===== config.mk =====
export PLATFORM = sky130hd
export DESIGN_NAME = udma_rx_l2_writer_flat
export DESIGN_NICKNAME = d
export VERILOG_FILES = /design/src/rtl/udma_rx_l2_writer_if.sv /design/src/rtl/udma_rx_l2_writer.sv /design/src/flat_wrapper.sv
export SDC_FILE = /design/constraint.sdc
export NUM_CORES = 2
export LEC_CHECK = 0
export ABC_AREA = 1
export ABC_CLOCK_PERIOD_IN_PS = 3500
export CORE_MARGIN = 2
export CORE_UTILIZATION = 45
export CTS_CLUSTER_SIZE = 12
export DETAILED_ROUTE_END_ITERATION = 10
export PLACE_DENSITY = 0.72
export SKIP_CTS_REPAIR_TIMING = 1
export SYNTH_ARGS = -nofsm -noshare
export SYNTH_HDL_FRONTEND = slang
export SYNTH_SLANG_ARGS = --single-unit

===== constraint.sdc =====
create_clock -name clk_i -period 3.5 [get_ports clk_i]
set_input_delay 0.7 -clock clk_i [delete_from_list [all_inputs] [get_ports clk_i]]
set_output_delay 0.7 -clock clk_i [all_outputs]
set_load 0.02 [all_outputs]

===== src/rtl/udma_rx_l2_writer_if.sv =====
// L2 write-request bus between the RX write engine and the L2 interconnect.
// A request retires on the cycle where req and gnt are both high.
interface udma_rx_l2_writer_if #(
  parameter int L2_DATA_WIDTH = 32
) ();
  logic                         req;
  logic                         gnt;
  logic [31:0]                  addr;
  logic [L2_DATA_WIDTH-1:0]     wdata;
  logic [L2_DATA_WIDTH/8-1:0]   be;

  modport master (output req, addr, wdata, be, input gnt);
  modport slave  (input req, addr, wdata, be, output gnt);
endinterface


===== src/rtl/udma_rx_l2_writer.sv =====
// Multi-channel RX DMA write engine: per-channel linear address generators,
// round-robin arbitration of peripheral beats into a write-request FIFO, and
// byte-lane formatting of the FIFO head onto the L2 write bus.

// One RX channel: address / bytes-left counters, pending reload slot and
// end-of-transfer event.
module udma_rx_ch #(
  parameter int AW = 20,
  parameter int TS = 16
) (
  input  logic          clk_i,
  input  logic          rstn_i,
  input  logic [AW-1:0] cfg_startaddr_i,
  input  logic [TS-1:0] cfg_size_i,
  input  logic          cfg_continuous_i,
  input  logic          cfg_en_i,
  input  logic          cfg_clr_i,
  input  logic          accept_i,
  input  logic [1:0]    datasize_i,
  output logic          en_o,
  output logic          pending_o,
  output logic [AW-1:0] curr_addr_o,
  output logic [TS-1:0] bytes_left_o,
  output logic          event_o
);
  logic [TS-1:0] step;
  logic          last;
  logic [AW-1:0] lat_addr;
  logic [TS-1:0] lat_size;

  // Byte step of the current beat; size 3 behaves as a word.
  always_comb begin
    case (datasize_i)
      2'd0:    step = TS'(1);
      2'd1:    step = TS'(2);
      default: step = TS'(4);
    endcase
  end

  assign last = (bytes_left_o <= step);

  // Channel state: clear beats everything, then beat accounting, then start/queue.
  always_ff @(posedge clk_i or negedge rstn_i) begin
    if (!rstn_i) begin
      en_o         <= 1'b0;
      pending_o    <= 1'b0;
      curr_addr_o  <= '0;
      bytes_left_o <= '0;
      event_o      <= 1'b0;
      lat_addr     <= '0;
      lat_size     <= '0;
    end else begin
      event_o <= 1'b0;
      if (cfg_clr_i) begin
        en_o         <= 1'b0;
        pending_o    <= 1'b0;
        bytes_left_o <= '0;
      end else begin
        if (accept_i) begin
          curr_addr_o  <= curr_addr_o + AW'(step);
          bytes_left_o <= last ? '0 : bytes_left_o - step;
          event_o      <= last;
          if (last) begin
            if (pending_o) begin
              curr_addr_o  <= lat_addr;
              bytes_left_o <= lat_size;
              pending_o    <= 1'b0;
              en_o         <= (lat_size != '0);
            end else if (cfg_continuous_i) begin
              curr_addr_o  <= cfg_startaddr_i;
              bytes_left_o <= cfg_size_i;
              en_o         <= (cfg_size_i != '0);
            end else begin
              en_o <= 1'b0;
            end
          end
        end
        // A start arriving as the channel finishes (with nothing queued) is
        // taken directly instead of being parked in the pending slot.
        if (cfg_en_i) begin
          if (!en_o || (accept_i && last && !pending_o)) begin
            if (cfg_size_i != '0) begin
              en_o         <= 1'b1;
              curr_addr_o  <= cfg_startaddr_i;
              bytes_left_o <= cfg_size_i;
            end
          end else begin
            lat_addr  <= cfg_startaddr_i;
            lat_size  <= cfg_size_i;
            pending_o <= 1'b1;
          end
        end
      end
    end
  end
endmodule

module udma_rx_l2_writer #(
  parameter int L2_AWIDTH_NOAL = 20,
  parameter int L2_DATA_WIDTH  = 32,
  parameter int DATA_WIDTH     = 32,
  parameter int N_CHANNELS     = 4,
  parameter int TRANS_SIZE     = 16,
  parameter int FIFO_DEPTH     = 4
) (
  input  logic                                           clk_i,
  input  logic                                           rstn_i,
  udma_rx_l2_writer_if.master                            l2,
  input  logic [N_CHANNELS-1:0]                          ch_valid_i,
  input  logic [N_CHANNELS-1:0][DATA_WIDTH-1:0]          ch_data_i,
  input  logic [N_CHANNELS-1:0][1:0]                     ch_datasize_i,
  input  logic [N_CHANNELS-1:0][1:0]                     ch_destination_i,
  output logic [N_CHANNELS-1:0]                          ch_ready_o,
  input  logic [N_CHANNELS-1:0][L2_AWIDTH_NOAL-1:0]      cfg_startaddr_i,
  input  logic [N_CHANNELS-1:0][TRANS_SIZE-1:0]          cfg_size_i,
  input  logic [N_CHANNELS-1:0]                          cfg_continuous_i,
  input  logic [N_CHANNELS-1:0]                          cfg_en_i,
  input  logic [N_CHANNELS-1:0]                          cfg_clr_i,
  output logic [N_CHANNELS-1:0]                          ch_en_o,
  output logic [N_CHANNELS-1:0]                          ch_pending_o,
  output logic [N_CHANNELS-1:0][L2_AWIDTH_NOAL-1:0]      ch_curr_addr_o,
  output logic [N_CHANNELS-1:0][TRANS_SIZE-1:0]          ch_bytes_left_o,
  output logic [N_CHANNELS-1:0]                          ch_events_o
);
  localparam int NB    = L2_DATA_WIDTH / 8;
  localparam int ALIGN = $clog2(NB);
  localparam int CHW   = $clog2(N_CHANNELS);
  localparam int CHW1  = CHW + 1;
  localparam int PW    = (FIFO_DEPTH > 1) ? $clog2(FIFO_DEPTH) : 1;
  localparam int CW    = $clog2(FIFO_DEPTH + 1);

  typedef struct packed {
    logic [1:0]                dest;
    logic [L2_AWIDTH_NOAL-1:0] addr;
    logic [1:0]                size;
    logic [DATA_WIDTH-1:0]     data;
  } l2_entry_t;

  logic [N_CHANNELS-1:0] arb_req;
  logic [N_CHANNELS-1:0] grant;
  logic [CHW-1:0]        rr_ptr;
  logic [CHW-1:0]        win;
  logic [CHW1-1:0]       arb_sum;
  logic                  found;

  l2_entry_t             fifo_q [FIFO_DEPTH];
  l2_entry_t             new_e;
  l2_entry_t             head;
  logic [PW-1:0]         wr_ptr, rd_ptr;
  logic [CW-1:0]         cnt;
  logic                  fifo_full, push, pop;

  logic [31:0]           addr_al;
  logic [ALIGN-1:0]      off;
  logic [NB-1:0]         be;
  logic [L2_DATA_WIDTH-1:0] wdata;

  for (genvar g = 0; g < N_CHANNELS; g++) begin : g_ch
    udma_rx_ch #(.AW(L2_AWIDTH_NOAL), .TS(TRANS_SIZE)) u_ch (
      .clk_i            (clk_i),
      .rstn_i           (rstn_i),
      .cfg_startaddr_i  (cfg_startaddr_i[g]),
      .cfg_size_i       (cfg_size_i[g]),
      .cfg_continuous_i (cfg_continuous_i[g]),
      .cfg_en_i         (cfg_en_i[g]),
      .cfg_clr_i        (cfg_clr_i[g]),
      .accept_i         (grant[g]),
      .datasize_i       (ch_datasize_i[g]),
      .en_o             (ch_en_o[g]),
      .pending_o        (ch_pending_o[g]),
      .curr_addr_o      (ch_curr_addr_o[g]),
      .bytes_left_o     (ch_bytes_left_o[g]),
      .event_o          (ch_events_o[g])
    );
  end

  assign arb_req    = ch_valid_i & ch_en_o;
  assign fifo_full  = (cnt == CW'(FIFO_DEPTH));
  assign ch_ready_o = grant;

  // Round-robin: scan from rr_ptr upward, first requester wins; a full FIFO
  // blocks all grants even if the head retires this cycle.
  always_comb begin
    grant   = '0;
    win     = '0;
    found   = 1'b0;
    arb_sum = '0;
    for (int i = 0; i < N_CHANNELS; i++) begin
      arb_sum = {1'b0, rr_ptr} + CHW1'(i);
      if (arb_sum >= CHW1'(N_CHANNELS)) arb_sum = arb_sum - CHW1'(N_CHANNELS);
      if (!found && arb_req[arb_sum[CHW-1:0]] && !fifo_full) begin
        found                   = 1'b1;
        win                     = arb_sum[CHW-1:0];
        grant[arb_sum[CHW-1:0]] = 1'b1;
      end
    end
  end

  // Priority moves to the channel after the last winner.
  always_ff @(posedge clk_i or negedge rstn_i) begin
    if (!rstn_i)    rr_ptr <= '0;
    else if (found) rr_ptr <= (win == CHW'(N_CHANNELS - 1)) ? '0 : win + CHW'(1);
  end

  assign push = found;
  assign pop  = l2.req & l2.gnt;

  // Snapshot of the winning beat as it enters the FIFO.
  always_comb begin
    new_e.dest = ch_destination_i[win];
    new_e.addr = ch_curr_addr_o[win];
    new_e.size = ch_datasize_i[win];
    new_e.data = ch_data_i[win];
  end

  // Write-request FIFO storage and pointers.
  always_ff @(posedge clk_i or negedge rstn_i) begin
    if (!rstn_i) begin
      for (int i = 0; i < FIFO_DEPTH; i++) fifo_q[i] <= '0;
      wr_ptr <= '0;
      rd_ptr <= '0;
      cnt    <= '0;
    end else begin
      if (push) begin
        fifo_q[wr_ptr] <= new_e;
        wr_ptr <= (wr_ptr == PW'(FIFO_DEPTH - 1)) ? '0 : wr_ptr + PW'(1);
      end
      if (pop) rd_ptr <= (rd_ptr == PW'(FIFO_DEPTH - 1)) ? '0 : rd_ptr + PW'(1);
      case ({push, pop})
        2'b10:   cnt <= cnt + CW'(1);
        2'b01:   cnt <= cnt - CW'(1);
        default: cnt <= cnt;
      endcase
    end
  end

  assign head = fifo_q[rd_ptr];

  // Head formatting: region prefix, bus-aligned address, lane replication, byte enables.
  always_comb begin
    addr_al             = 32'(head.addr);
    addr_al[ALIGN-1:0]  = '0;
    case (head.dest)
      2'b01:   addr_al[31:20] = 12'h1A1;
      2'b10:   addr_al[31:24] = 8'h10;
      default: addr_al[31:24] = 8'h1C;
    endcase
    off = head.addr[ALIGN-1:0];
    case (head.size)
      2'd0: begin
        be    = NB'(1) << off;
        wdata = {NB{head.data[7:0]}};
      end
      2'd1: begin
        off[0] = 1'b0;
        be     = NB'(2'b11) << off;
        wdata  = {(NB/2){head.data[15:0]}};
      end
      default: begin
        off[1:0] = 2'b00;
        be       = NB'(4'hF) << off;
        wdata    = {(NB/4){head.data[31:0]}};
      end
    endcase
  end

  assign l2.req   = (cnt != '0);
  assign l2.addr  = addr_al;
  assign l2.wdata = wdata;
  assign l2.be    = be;
endmodule


===== src/flat_wrapper.sv =====
// flat-port wrapper written by rule: the top's interface ports become plain ports
module udma_rx_l2_writer_flat 
#(
  parameter int L2_AWIDTH_NOAL = 20,
  parameter int L2_DATA_WIDTH  = 32,
  parameter int DATA_WIDTH     = 32,
  parameter int N_CHANNELS     = 4,
  parameter int TRANS_SIZE     = 16,
  parameter int FIFO_DEPTH     = 4
)
  (clk_i, rstn_i, ch_valid_i, ch_data_i, ch_datasize_i, ch_destination_i, ch_ready_o, cfg_startaddr_i, cfg_size_i, cfg_continuous_i, cfg_en_i, cfg_clr_i, ch_en_o, ch_pending_o, ch_curr_addr_o, ch_bytes_left_o, ch_events_o, l2_req, l2_addr, l2_wdata, l2_be, l2_gnt);
  udma_rx_l2_writer_if #(.L2_DATA_WIDTH(L2_DATA_WIDTH)) l2_i ();
  input  logic clk_i;
  input  logic rstn_i;
  input  logic [N_CHANNELS-1:0] ch_valid_i;
  input  logic [N_CHANNELS-1:0][DATA_WIDTH-1:0] ch_data_i;
  input  logic [N_CHANNELS-1:0][1:0] ch_datasize_i;
  input  logic [N_CHANNELS-1:0][1:0] ch_destination_i;
  output logic [N_CHANNELS-1:0] ch_ready_o;
  input  logic [N_CHANNELS-1:0][L2_AWIDTH_NOAL-1:0] cfg_startaddr_i;
  input  logic [N_CHANNELS-1:0][TRANS_SIZE-1:0] cfg_size_i;
  input  logic [N_CHANNELS-1:0] cfg_continuous_i;
  input  logic [N_CHANNELS-1:0] cfg_en_i;
  input  logic [N_CHANNELS-1:0] cfg_clr_i;
  output logic [N_CHANNELS-1:0] ch_en_o;
  output logic [N_CHANNELS-1:0] ch_pending_o;
  output logic [N_CHANNELS-1:0][L2_AWIDTH_NOAL-1:0] ch_curr_addr_o;
  output logic [N_CHANNELS-1:0][TRANS_SIZE-1:0] ch_bytes_left_o;
  output logic [N_CHANNELS-1:0] ch_events_o;
  output wire logic [$bits(l2_i.req)-1:0] l2_req;
  output wire logic [$bits(l2_i.addr)-1:0] l2_addr;
  output wire logic [$bits(l2_i.wdata)-1:0] l2_wdata;
  output wire logic [$bits(l2_i.be)-1:0] l2_be;
  input wire logic [$bits(l2_i.gnt)-1:0] l2_gnt;
  assign l2_req = l2_i.req;
  assign l2_addr = l2_i.addr;
  assign l2_wdata = l2_i.wdata;
  assign l2_be = l2_i.be;
  assign l2_i.gnt = l2_gnt;
  udma_rx_l2_writer #(.L2_AWIDTH_NOAL(L2_AWIDTH_NOAL), .L2_DATA_WIDTH(L2_DATA_WIDTH), .DATA_WIDTH(DATA_WIDTH), .N_CHANNELS(N_CHANNELS), .TRANS_SIZE(TRANS_SIZE), .FIFO_DEPTH(FIFO_DEPTH)) u_core (.clk_i(clk_i), .rstn_i(rstn_i), .l2(l2_i), .ch_valid_i(ch_valid_i), .ch_data_i(ch_data_i), .ch_datasize_i(ch_datasize_i), .ch_destination_i(ch_destination_i), .ch_ready_o(ch_ready_o), .cfg_startaddr_i(cfg_startaddr_i), .cfg_size_i(cfg_size_i), .cfg_continuous_i(cfg_continuous_i), .cfg_en_i(cfg_en_i), .cfg_clr_i(cfg_clr_i), .ch_en_o(ch_en_o), .ch_pending_o(ch_pending_o), .ch_curr_addr_o(ch_curr_addr_o), .ch_bytes_left_o(ch_bytes_left_o), .ch_events_o(ch_events_o));
endmodule

==> metrics.txt <==
Via density=5.496; final setup margin=104.4 ps; Final Cycle Share=0.9702; max-slew violations=0; RePlAce Congestion=0.9858; Max Fclk=294.5 MHz; Tot Pwr=0.05097 W; flops & latches, synth=533; WL/cell=19.13 um; Global Route met2 Usage=0.5153; global-route wire length before repair=208,200 um; status=finished clean; Sequential Power Share=0.218; Rows=103; post-route ant nets=0; vias in the first global route=36,310; Synth top area share=0.3717; VDD IR max=0.8004 mV; top_reg_cell synth=dfrtp_1; clock sinks=533; leak pwr=23.22 nW; Worst EP arrival=2700 ps; complex-gate fraction of the synthesized area=0.1351; area of the die=82,020 um^2; Clock Tree Root=clkbuf_16; switching share of power=0.5212; Design Area, Final=45,820 um^2; gr ovfl total=0; core area=79,000 um^2; synthesized instance count=5,436; Worst Setup Start Kind=register; Synth async-reset ratio=1.000; later-pin clock latency in the skew report=670 ps; Post-Synth Simple-Gate Area=0.3633; pwr/cell area=1112 nW/um^2; io pins=536; share of post-route cells with drive strength above 1=0.08243; met1 Resource Use GR=0.4252; syn avg cell area=6.601 um^2; gr busiest metal=met2; Least-Margin Pin Slew=1032 ps; Reg clk slew, reported paths=60 ps; placed cell areas=43,380 um^2; Combinational Power Share=0.651; Setup crit end kind=output port; vias post-DR=38,800; Starting Density=0.4542; DR pass1 iterations=6; P&R area growth vs syn=27.70%; final net count=6,313; register area share after synthesis=0.3717; Post-Syn Area=35,880 um^2; skew final=27.20 ps; buffers added on ports=525; met3 Resource Use GR=0.05882; initial antenna violation count=9; Clock Path Buffers=3; Post-Synth Adder-Cell Area=0.01897; largest family of logic cells by synthesized area=simple AND/OR/NAND/NOR gates; final hold violation count=0; xor and xnor area share after synthesis=0.01660; final setup violation count=0; synth top area cells=dfrtp_1 (37%), nand2_1 (21%), o21ai_0 (8.2%); Hold WC Path Type=input port to async pin; Warnings, synthesis=0; slew margin rel.=0.3113; Crit Path Max Fanout=7; CTS tree=yes; Hold Slack=14.12 ps; Tmin final=3396 ps; CTS buffer count=61; H-tree depth=2; Die X-Extent=286.4 um; FF-to-FF setup slack=550 ps; Critical Path RT=2800 ps; largest net degree at the start of global routing=71; # Max-Cap Violations=0; final WL=135,000 um; cell-internal power=0.02440 W; Crit Path Category=register to output port; DR iter-0 viols=4,040; die height=286.4 um; Post-Place Worst Slack=-172.9 ps; DRC violation count after routing=0; GRT Util Overall=0.3203; leading area contributor after synthesis=dfrtp_1; P_sw=0.02657 W; number of flops mapped to enable cells by yosys=0; unrepaired setup endpoints after global routing=false; Netlist cell types=54; post-synthesis mux area share=0.0006276; hpwl dp=96,500 um; Clock Power Share=0.131
worst paths after layout:
check                                         start                                    to  cells past startpoint
setup / recovery                   u_core.rd_ptr[1]                            l2_addr[6]                      7
hold / removal                               rstn_i  u_core.g_ch[0].u_ch.bytes_left_o[13]                      1
setup reg to reg           u_core.g_ch[0].u_ch.en_o                    u_core.fifo_q[206]                     16
hold reg to reg                  u_core.fifo_q[134]                    u_core.fifo_q[134]                      2
max in group asynchronous                    rstn_i       u_core.g_ch[2].u_ch.lat_size[9]                      3
min in group clk_i               u_core.fifo_q[134]                    u_core.fifo_q[134]                      2
flip-flops by register name, summed over array words and instances (netlist names), named ones only:
signal,count
u_core.cnt,3
u_core.fifo_q,224
u_core.g_ch.u_ch.bytes_left_o,64
u_core.g_ch.u_ch.curr_addr_o,80
u_core.g_ch.u_ch.en_o,4
u_core.g_ch.u_ch.event_o,4
u_core.g_ch.u_ch.lat_addr,80
u_core.g_ch.u_ch.lat_size,64
u_core.g_ch.u_ch.pending_o,4
u_core.rd_ptr,2
u_core.rr_ptr,1
u_core.wr_ptr,2
logic make-up after synthesis:
group / count (synthesis)
adders and majority gates: 49
AOI/OAI and AO/OA: 891
buffers and inverters: 797
other: 2
xor gates and xnor gates: 68
DFF: 533
and+or+nand+nor: 3094
muxes: 2
power groups by stage:
stage	registers (W)	logic (W)	clock network (W)
2_1_floorplan	0.0112	0.0196	0
3_3_place_gp	0.0110	0.0320	0
3_5_place_dp	0.0111	0.0324	0
4_1_cts	0.0110	0.0326	0.00675
5_1_grt	0.0114	0.0365	0.00701
6_report	0.0111	0.0332	0.00667
per-stage QoR:
stage / util / setup TNS (ps) / std cells
finish: 0.5801 / 0 / 7060
global route: 0.5801 / 0 / 7060
CTS: 0.5754 / -11240 / 7039
detailed placement: 0.5491 / -5126 / 6928
global placement: 0.5491 / -4356 / 6928
floorplan: - / 0 / 5444
final cells by class:
class	instances	area [um^2]
clock inverters	22	270.3
diodes	5	12.51
well taps	1050	1314
fillers	7447	33180
multi-input cells	4114	19330
flip-flops and latches	533	13340
inverters	450	1695
repair buffers	797	8050
clock buffers	89	1812
worst max-delay path, stage by stage, from the launching register on:
cell	delay [ps]
dfrtp_1	410
clkinvlp_4	140
clkbuf_2	170
buf_4	110
buf_4	140
o21ai_0	90
o22ai_1	310
clkdlybuf4s50_1	680
layout by cell type, fill, tap and decap left out, drive strengths merged, types with 5 or more instances in the layout:
cell	synthesis	layout
a21oi	107	107
a22oi	7	7
a32oi	7	7
and2	22	22
buf	173	271
clkbuf	174	95
clkdlybuf4s50	0	486
clkinv	7	23
conb	2	10
dfrtp	533	533
diode	0	5
dlymetal6s2s	0	34
fa	9	9
ha	40	40
inv	443	442
nand2	1976	1976
nand3	553	553
nand3b	22	22
nand4	54	54
nor2	405	405
nor3	29	29
nor4	21	21
o211ai	22	22
o21a	13	13
o21ai	606	606
o21bai	52	52
o22ai	59	59
or2	10	10
xnor2	7	7
xor2	61	61
Yosys cell counts (all sizes together), types with 9 or more instances:
cell	count
o211ai	22
nand4	54
nor3	29
a21oi	107
o21bai	52
xor2	61
nand3b	22
nor4	21
o21a	13
clkbuf	174
o22ai	59
dfrtp	533
nor2	405
nand3	553
fa	9
or2	10
inv	443
ha	40
o21ai	606
nand2	1976
and2	22
buf	173
layer usage:
metal,vias to the layer above,routed length [um],part of all wire
met3,298,11720,0.087
li1,18530,-,-
met4,8,5637,0.042
met2,1793,62400,0.46
met5,-,46,0.00034
met1,18170,55240,0.41
Power figures use the tool's default switching activity.
